<file path="config.mk">
export PLATFORM = sky130hd
export DESIGN_NAME = pmp_scan_matcher
export DESIGN_NICKNAME = d
export VERILOG_FILES = /design/src/rtl/pmp_scan_matcher.sv
export SDC_FILE = /design/constraint.sdc
export NUM_CORES = 1
export LEC_CHECK = 0
export BUFFER_PORTS_ARGS = -buffer_cell sky130_fd_sc_hd__buf_2
export CAP_MARGIN = 20
export CORE_AREA = 2 2 268 270
export CTS_CLUSTER_DIAMETER = 150
export DETAILED_ROUTE_END_ITERATION = 10
export DIE_AREA = 0 0 270 272
export GPL_ROUTABILITY_DRIVEN = 0
export SYNTH_ARGS = -nofsm -noshare
export SYNTH_HDL_FRONTEND = slang
export SYNTH_SLANG_ARGS = --single-unit
</file>
<file path="constraint.sdc">
create_clock -name clk -period 19.5 [get_ports clk]
set_input_delay 0.975 -clock clk [delete_from_list [all_inputs] [get_ports clk]]
set_output_delay 0.975 -clock clk [all_outputs]
set_load 0.1 [all_outputs]
</file>
<file path="src/rtl/pmp_scan_matcher.sv">
// pmp_scan_matcher
//
// Sequential PMP address matcher for the OFF, TOR, NA4 and NAPOT modes.
// It evaluates one PMP entry per clock, starting at entry 0. The scan
// stops at the first entry whose region overlaps the access.
//
// Results:
//   - A full cover reports a hit, with the entry's index and {L,X,W,R}.
//   - A partial overlap reports a fault, with the entry's index.
//   - No overlap at all reports neither a hit nor a fault.
//   - An access that wraps past 2^32, or has an illegal size, faults
//     without scanning.
//
// Ports:
//   clk, rst         clock; asynchronous active-high reset
//   req_valid/ready  request handshake (ready only while idle)
//   req_addr         byte address of the access
//   req_size         0 byte, 1 half-word, 2 word, 3 illegal
//   pmpaddr          NUM_ENTRIES x 32-bit address registers (bits [33:2])
//   pmpcfg           NUM_ENTRIES x 8-bit config {L,-,-,A[1:0],X,W,R}
//   rsp_valid/ready  response handshake; rsp_* held until accepted
//   rsp_hit          one entry fully covers the access
//   rsp_fault        partial overlap, address wrap or illegal size
//   rsp_idx          deciding entry (0 when nothing decided)
//   rsp_perm         {L,X,W,R} of the hitting entry (0 without a hit)

module pmp_scan_matcher #(
   parameter int NUM_ENTRIES = 16,
   parameter int IDX_W       = (NUM_ENTRIES > 1) ? $clog2(NUM_ENTRIES) : 1
) (
   input  logic                     clk,
   input  logic                     rst,
   input  logic                     req_valid,
   output logic                     req_ready,
   input  logic [31:0]              req_addr,
   input  logic [1:0]               req_size,
   input  logic [32*NUM_ENTRIES-1:0] pmpaddr,
   input  logic [8*NUM_ENTRIES-1:0]  pmpcfg,
   output logic                     rsp_valid,
   input  logic                     rsp_ready,
   output logic                     rsp_hit,
   output logic                     rsp_fault,
   output logic [IDX_W-1:0]         rsp_idx,
   output logic [3:0]               rsp_perm
);

   typedef enum logic [1:0] {IDLE, SCAN, RESP} state_e;

   localparam logic [IDX_W-1:0] LAST_IDX = IDX_W'(NUM_ENTRIES - 1);

   state_e           state_q, state_d;
   logic [IDX_W-1:0] idx_q, idx_d;
   logic [31:0]      lo_q, lo_d;
   logic [31:0]      hi_q, hi_d;
   logic             hit_q, hit_d;
   logic             fault_q, fault_d;
   logic [IDX_W-1:0] ridx_q, ridx_d;
   logic [3:0]       perm_q, perm_d;

   // Request span, computed one bit wider so that a carry out of bit 31
   // flags an access that wraps past the top of the address space.
   logic [32:0] span_hi;
   logic        size_illegal;

   assign span_hi      = {1'b0, req_addr} + ((33'd1 << req_size) - 33'd1);
   assign size_illegal = (req_size == 2'b11);

   // Entry currently under evaluation.
   logic [31:0] cur_addr;
   logic [31:0] prev_addr;
   logic [7:0]  cur_cfg;
   logic [1:0]  unused_cfg_bits;

   assign cur_addr        = pmpaddr[{idx_q, 5'b0} +: 32];
   assign prev_addr       = (idx_q == '0) ? 32'd0 : pmpaddr[{idx_q - IDX_W'(1), 5'b0} +: 32];
   assign cur_cfg         = pmpcfg[{idx_q, 3'b0} +: 8];
   assign unused_cfg_bits = cur_cfg[6:5];

   // Region bounds of the current entry, as 34-bit byte addresses.
   logic [33:0] reg_base;
   logic [33:0] reg_top;
   logic        reg_en;
   logic [31:0] napot_mask;

   // The XOR of a value with its successor sets exactly the trailing ones
   // plus the first zero above them. That is the word-granular size mask
   // of a NAPOT region. All-ones wraps to a full mask, which is the whole
   // address space.
   assign napot_mask = cur_addr ^ (cur_addr + 32'd1);

   always_comb begin
      reg_base = '0;
      reg_top  = '0;
      reg_en   = 1'b0;
      unique case (cur_cfg[4:3])
         2'd1: begin
            reg_base = {prev_addr, 2'b00};
            reg_top  = {cur_addr, 2'b00} - 34'd1;
            // A zero top address would wrap to all ones; treat it as empty.
            reg_en   = (cur_addr != 32'd0) && (reg_base <= reg_top);
         end
         2'd2: begin
            reg_base = {cur_addr, 2'b00};
            reg_top  = {cur_addr, 2'b11};
            reg_en   = 1'b1;
         end
         2'd3: begin
            reg_base = {cur_addr & ~napot_mask, 2'b00};
            reg_top  = {cur_addr | napot_mask, 2'b11};
            reg_en   = 1'b1;
         end
         default: begin
            reg_en   = 1'b0;
         end
      endcase
   end

   logic [33:0] lo34;
   logic [33:0] hi34;
   logic        full_match;
   logic        overlap;

   assign lo34       = {2'b00, lo_q};
   assign hi34       = {2'b00, hi_q};
   assign full_match = reg_en && (reg_base <= lo34) && (hi34 <= reg_top);
   assign overlap    = reg_en && (lo34 <= reg_top) && (hi34 >= reg_base);

   always_comb begin
      state_d = state_q;
      idx_d   = idx_q;
      lo_d    = lo_q;
      hi_d    = hi_q;
      hit_d   = hit_q;
      fault_d = fault_q;
      ridx_d  = ridx_q;
      perm_d  = perm_q;
      unique case (state_q)
         IDLE: begin
            if (req_valid) begin
               lo_d  = req_addr;
               hi_d  = span_hi[31:0];
               idx_d = '0;
               if (span_hi[32] || size_illegal) begin
                  state_d = RESP;
                  hit_d   = 1'b0;
                  fault_d = 1'b1;
                  ridx_d  = '0;
                  perm_d  = '0;
               end else begin
                  state_d = SCAN;
               end
            end
         end
         SCAN: begin
            if (full_match) begin
               state_d = RESP;
               hit_d   = 1'b1;
               fault_d = 1'b0;
               ridx_d  = idx_q;
               perm_d  = {cur_cfg[7], cur_cfg[2:0]};
            end else if (overlap) begin
               state_d = RESP;
               hit_d   = 1'b0;
               fault_d = 1'b1;
               ridx_d  = idx_q;
               perm_d  = '0;
            end else if (idx_q == LAST_IDX) begin
               state_d = RESP;
               hit_d   = 1'b0;
               fault_d = 1'b0;
               ridx_d  = '0;
               perm_d  = '0;
            end else begin
               idx_d = idx_q + IDX_W'(1);
            end
         end
         RESP: begin
            if (rsp_ready) begin
               state_d = IDLE;
               idx_d   = '0;
               hit_d   = 1'b0;
               fault_d = 1'b0;
               ridx_d  = '0;
               perm_d  = '0;
            end
         end
         default: begin
            state_d = IDLE;
         end
      endcase
   end

   always_ff @(posedge clk or posedge rst) begin
      if (rst) begin
         state_q <= IDLE;
         idx_q   <= '0;
         lo_q    <= '0;
         hi_q    <= '0;
         hit_q   <= 1'b0;
         fault_q <= 1'b0;
         ridx_q  <= '0;
         perm_q  <= '0;
      end else begin
         state_q <= state_d;
         idx_q   <= idx_d;
         lo_q    <= lo_d;
         hi_q    <= hi_d;
         hit_q   <= hit_d;
         fault_q <= fault_d;
         ridx_q  <= ridx_d;
         perm_q  <= perm_d;
      end
   end

   assign req_ready = (state_q == IDLE);
   assign rsp_valid = (state_q == RESP);
   assign rsp_hit   = hit_q;
   assign rsp_fault = fault_q;
   assign rsp_idx   = ridx_q;
   assign rsp_perm  = perm_q;

endmodule
</file>
Word-level counts from Yosys, hierarchy flattened
Index checks and enable logic that the tools add are counted.
{ "totals": {"output_inout_bits": 12, "ff_bits": 80, "elab_cells": 94} }
{ "classes": {"n_reduce_logical": 15, "n_mux": 38, "n_eq_ne": 14, "bitwise": 4, "shifts": 4, "magnitude_cmp": 5, "n_addsub": 6} }
{ "ops": {"columns": ["op", "count"], "rows": [
  ["$shiftx 512x10->32", 2],
  ["$pmux 34 s3", 2],
  ["$shiftx 128x8->8", 1],
  ["$le 32x34->1", 2],
  ["$mux 4", 12],
  ["$pmux 4 s3", 3],
  ["$ge 32x34->1", 1],
  ["$le 34x32->1", 1],
  ["$le 34x34->1", 1],
  ["$sub 34x1->34 const B", 1],
  ["$add 32x33->33", 1],
  ["$shl 1x2->33 const A", 1],
  ["$sub 33x1->33 const B", 1],
  ["$add 32x1->32 const B", 1],
  ["$and 32x32->32", 1],
  ["$mux 32", 1],
  ["$not 32->32", 1],
  ["$or 32x32->32", 1],
  ["$reduce_bool 32->1", 1],
  ["$xor 32x32->32", 1],
  ["$mux 2", 6],
  ["$mux 1", 10],
  ["$eq 2x2->1 const B", 4],
  ["$ne 2x2->1 const B", 4],
  ["other kinds (19)", 26]
]} }

Longest topological paths before layout
{ "logic_depth": {"word_depth": 11, "depth_mapped": 36, "mapped_depth_nobuf": 25} }

Least setup slack after synthesis
OpenSTA, ideal clock, no wires.
{ "synth_timing": {"path_kind": "reg-to-reg", "from": "register idx_q[0]", "to": "register idx_q[3]", "setup_time_ns": 0.077, "slack_ns": 11.564, "arrival_time_ns": 7.859, "t_required_ns": 19.423, "path_buffers": 16, "path_stages_with_launch": 35, "synth_period_minus_slack_ns": 7.936, "cell_sequence": "dfrtp_1 buf_6 buf_12 buf_12 buf_12 buf_8 buf_6 buf_4 buf_2 clkbuf_1 buf_2 buf_6 inv_1 ha_1 buf_1 clkbuf_1 clkbuf_1 clkbuf_1 mux4_2 mux4_2 and2_1 a32oi_1 inv_1 ha_1 nand3_1 o21ai_0 a21oi_1 o2111a_1 a2111oi_0 o21ai_0 a2bb2oi_1 a311oi_4 buf_6 or4_1 a21oi_1"} }
{ "synth_via": {"elab_chain_cells": 11} }
{ "synth_rtl": {"columns": ["item", "line", "rtl"], "rows": [
  ["start, declared", "52", "logic [IDX_W-1:0] idx_q, idx_d;"],
  ["start signal, assigned", "205", "idx_q <= idx_d;"],
  ["$shiftx 512x10->32", "74", "assign cur_addr = pmpaddr[{idx_q, 5'b0} +: 32];"],
  ["$add 32x1->32", "89", "assign napot_mask = cur_addr ^ (cur_addr + 32'd1);"],
  ["$xor 32x32->32", "89", null],
  ["$not 32->32", "108", "reg_base = {cur_addr & ~napot_mask, 2'b00};"],
  ["$and 32x32->32", "108", null],
  ["$pmux 34 s3", "95", "unique case (cur_cfg[4:3])"],
  ["$le 34x32->1", "125", "assign full_match = reg_en && (reg_base <= lo34) && (hi34 <= reg_top);"],
  ["$logic_and 1x1->1 (2 in a row)", "125", null],
  ["$ne 2x2->1 (no line)", null, null],
  ["$reduce_and 6->1 (no line)", null, null]
]} }
Parallel ways exist; a longest one is shown, timed or not. The select of a mux whose other input is x is not followed.
A chain may end at the register's enable or synchronous reset.

Worst setup path in the final report
{ "layout_timing": {"from": "register idx_q[0]", "to": "register perm_q[2] (netlist: rsp_perm[2])"} }
{ "layout_via": {"elab_chain_cells": 11} }
{ "layout_rtl": {"columns": ["item", "line", "rtl"], "rows": [
  ["$shiftx 512x10->32 or $sub 4x1->4 (tied branches)", "74, 75", null],
  ["$add 32x1->32 or $shiftx 512x10->32 (tied branches)", "89, 75", null],
  ["$xor 32x32->32 or $mux 32 (tied branches)", "89, 75", null],
  ["$or 32x32->32, or another cell as far along", "109", "reg_top = {cur_addr | napot_mask, 2'b11};"],
  ["$pmux 34 s3, or another cell as far along", "95", null],
  ["$le 32x34->1, or another cell as far along", "126", "assign overlap = reg_en && (lo34 <= reg_top) && (hi34 >= reg_base);"],
  ["$logic_and 1x1->1, or another cell as far along", "126", null],
  ["$logic_and 1x1->1 (on tied branches)", "126, 125", null],
  ["$mux 4 or $logic_and 1x1->1 (tied branches)", "161, 125", null],
  ["$mux 4 or $ne 4x4->1 (tied branches)", null, null],
  ["$pmux 4 s3 or $reduce_and 5->1 (tied branches)", null, null],
  ["end signal, assigned", "211", "perm_q <= perm_d;"],
  ["end, declared", "58", "logic [3:0] perm_q, perm_d;"]
]} }
Parallel ways exist; a longest one is shown, timed or not.

==> flow_summary_export.csv <==
group,metric,value,unit
clock_tree,tritoncts,"done",
timing,drv_slew,0,
timing,skew,0.00881,ns
clock_tree,clk_latency,0.35,ns
yosys,synthTopCellsByArea,"mux4_2 (34%), ha_1 (12%), dfrtp_1 (10%)",
critical_path,start_kind,"flip-flop",
timing,fin_ws,9.19,ns
worst_hold_path,hold_path_class,"flip-flop to flip-flop",
drt,drcViolationCount,0,
timing,setup_tns,0,ns
drt,routedWlPerCell,27.4,microns
grt,grt_usage,24.8,%
yosys,synth_top_family_by_area,"multiplexers",
final_layout,layout_commonest_cell,"buf_2",
yosys,synth.top_cell.area_share,33.6,%
yosys,synthesis.area,19700,sq um
timing,finalCritPeriodShare,52.9,%
timing,max_slew_margin,31.9,%
floorplan,start_util,27.8,%
clock_tree,clockBufferDepth,2,
yosys,synthXorXnorAreaFrac,2.36,%
yosys,synth_edf_count,0,
place,port_buffers,657,
yosys,synth_compound_area_share,17.1,%
floorplan,io_pins,690,
timing,hold_violations,0,
yosys,syn_area_per_cell,10.2,sq um
run,maxCapViolations,0,
final_layout,final_nets,3355,
yosys,syn-num-nets,2795,
place,post-dp-hpwl,82.0,mm
grt,grt_overflow,0,
grt,grt_start_max_net_pins,94,
power_and_ir_drop,peakVddDrop,0.0000744,V
clock_tree,hold_buffers,0,
final_layout,area_delta_synth_final,22.7,%
timing,period_needed,10.31,ns
yosys,yosys.area_share.simple,12.5,%
floorplan,design.die.area,73400,sq um
floorplan,die_h,272,microns
drt,routed_via_density,5.91,
clock_tree,cts-root-buf,"clkbuf_16",
yosys,yosys.area_share.adder,12.6,%
clock_tree,htree_levels,3,
timing,rsz0062_at_grt,"no",
drt,vias,20700,
final_layout,drive_above_1_share,42.5,%
yosys,synth-seq-area-share,10.2,%
critical_path,crit_path_end_kind,"flip-flop",
final_layout,final_cell_mix,"buf_2 (657), mux4_2 (294), ha_1 (195), nand2_1 (148), inv_1 (126)",
timing,fmax,97.0,MHz
clock_tree,cts_resized,0,
critical_path,worstSetupPathType,"flip-flop to flip-flop",
power_and_ir_drop,p_total,2.59,mW
yosys,synth_largest_area_cell,"mux4_2",
yosys,ys_ff_latch,80,
status,outcome,"finished clean",
yosys,async_flop_share,100,%
clock_tree,clkSinkCount,80,
final_layout,final_util,34.1,%
yosys,yosysWarningCount,0,
clock_tree,cts_buffers,9,
floorplan,core_area,70800,sq um
drt,wirelength,95.7,mm
drt,antenna_left,0,
timing,tightest_slew,1.02,ns
power_and_ir_drop,p_per_area,107,nW/um^2
timing,setup_violations,0,
grt,grt_pass1_wl,134,mm
floorplan,die_w,270,microns
place,dp_slack,9.21,ns
clock_tree,path_clk_slew,0.06,ns
yosys,synth_ff_type,"dfrtp_1",
yosys,synth_mux_area_share,38.7,%
clock_tree,postCtsSetupBuffers,0,
critical_path,required,19.78,ns
floorplan,rows,98,
timing,hold_slack,0.478,ns
critical_path,crit_fanout,53,
drt,drtIter0Drc,1981,
yosys,synthCells,1920,
grt,grt_pass1_vias,19200,
grt,antenna_found_initial,88,
drt,dr.pass1.iters,5,
power_and_ir_drop,power.leakage,10.4,nW
critical_path,crit_arrival,10.60,ns
yosys,synth_cell_type_count,84,
registers in the layout (all words and copies together), names as in the netlist:
register,count
hi_q,32
idx_q,4
lo_q,32
rsp_fault,1
rsp_hit,1
rsp_idx,4
rsp_perm,4
state_q,2
where the power goes:
| group | total [mW] | internal, mW | switching, mW | leakage [nW] |
|---|---|---|---|---|
| clock | 0.197 | 0.125 | 0.0719 | 0.162 |
| combinational | 2.04 | 0.899 | 1.14 | 9.24 |
| sequential | 0.356 | 0.240 | 0.116 | 0.998 |
area by class of cell:
class                           count  area, sq um
Antenna cell                       62          155
Clock buffer                        9          225
Clock inverter                      7          119
Fill cell                        7287        46600
Inverter                          127          478
Multi-Input combinational cell   1576        16500
Sequential cell                    80         2010
Tap cell                          950         1190
Timing Repair Buffer              686         3510
Yosys cell counts (all sizes together), types with 11 or more instances:
master  count
a211oi     12
a21o       58
a21oi     104
a221oi     12
a22o       19
a22oi      34
a31oi      13
a32oi      22
and2       36
and3       17
buf        70
clkbuf     67
dfrtp      80
ha        196
inv       127
mux2i      19
mux4      321
nand2     151
nand3      37
nand4      40
nor2       82
nor2b      20
nor3       38
o211ai     16
o21a       17
o21ai     107
o22ai      11
or2        12
or3        15
xnor2      35
xor2       18
metrics by stage:
step / std cells / instance area [sq um]
after floorplan: 1920 / 19700
after global placement: 3419 / 23600
after detailed placement: 3419 / 23600
after CTS: 3435 / 24000
after global routing: 3483 / 24100
final: 3497 / 24100
path summary, 6_finish.rpt:
check	startpoint	end	cells past startpoint	slack [ns]
max	idx_q[0]	rsp_perm[2]	25	9.19
min	rsp_hit	rsp_hit	1	0.48
max reg2reg	idx_q[0]	rsp_perm[2]	25	9.19
min reg2reg	rsp_hit	rsp_hit	1	0.48
max in group asynchronous	rst	idx_q[0]	3	17.78
min in group asynchronous	rst	rsp_perm[3]	2	0.51
critical path: stages, from the launching register on:
cell and delay [ns]:
dfrtp_4 0.93, buf_4 0.85, buf_4 0.50, buf_4 0.59, buf_4 0.84, nand2_1 0.15, a2111oi_0 0.44, a31oi_1 0.09
and3_1 0.27, nor4_1 0.71, nor2b_1 0.43, nand4_1 0.30, or4_1 0.55, nor3_1 0.20, a21oi_1 0.06, o21a_1 0.24
ha_1 0.32, nand4_1 0.17, a21oi_1 0.15, o21ai_0 0.11, a2111oi_0 0.65, o211ai_1 0.22, a2bb2oi_1 0.33, a311oi_4 0.25
o31ai_4 0.56, a22o_1 0.23
metal layers:
metal	vias up	global-route usage [%]	wire, microns
met2	1209	37.9	42600
li1	8941	-	-
met3	266	5.13	8160
met1	10200	31.6	37500
met5	-	0	195
met4	32	16.9	7310
logic make-up after synthesis:
family	Yosys count
buf+inv	264
fa+ha+maj	197
simple gates	487
mux	348
compound gates	491
flops	80
xor+xnor	53
No activity file was read; power rests on OpenSTA's default activity.
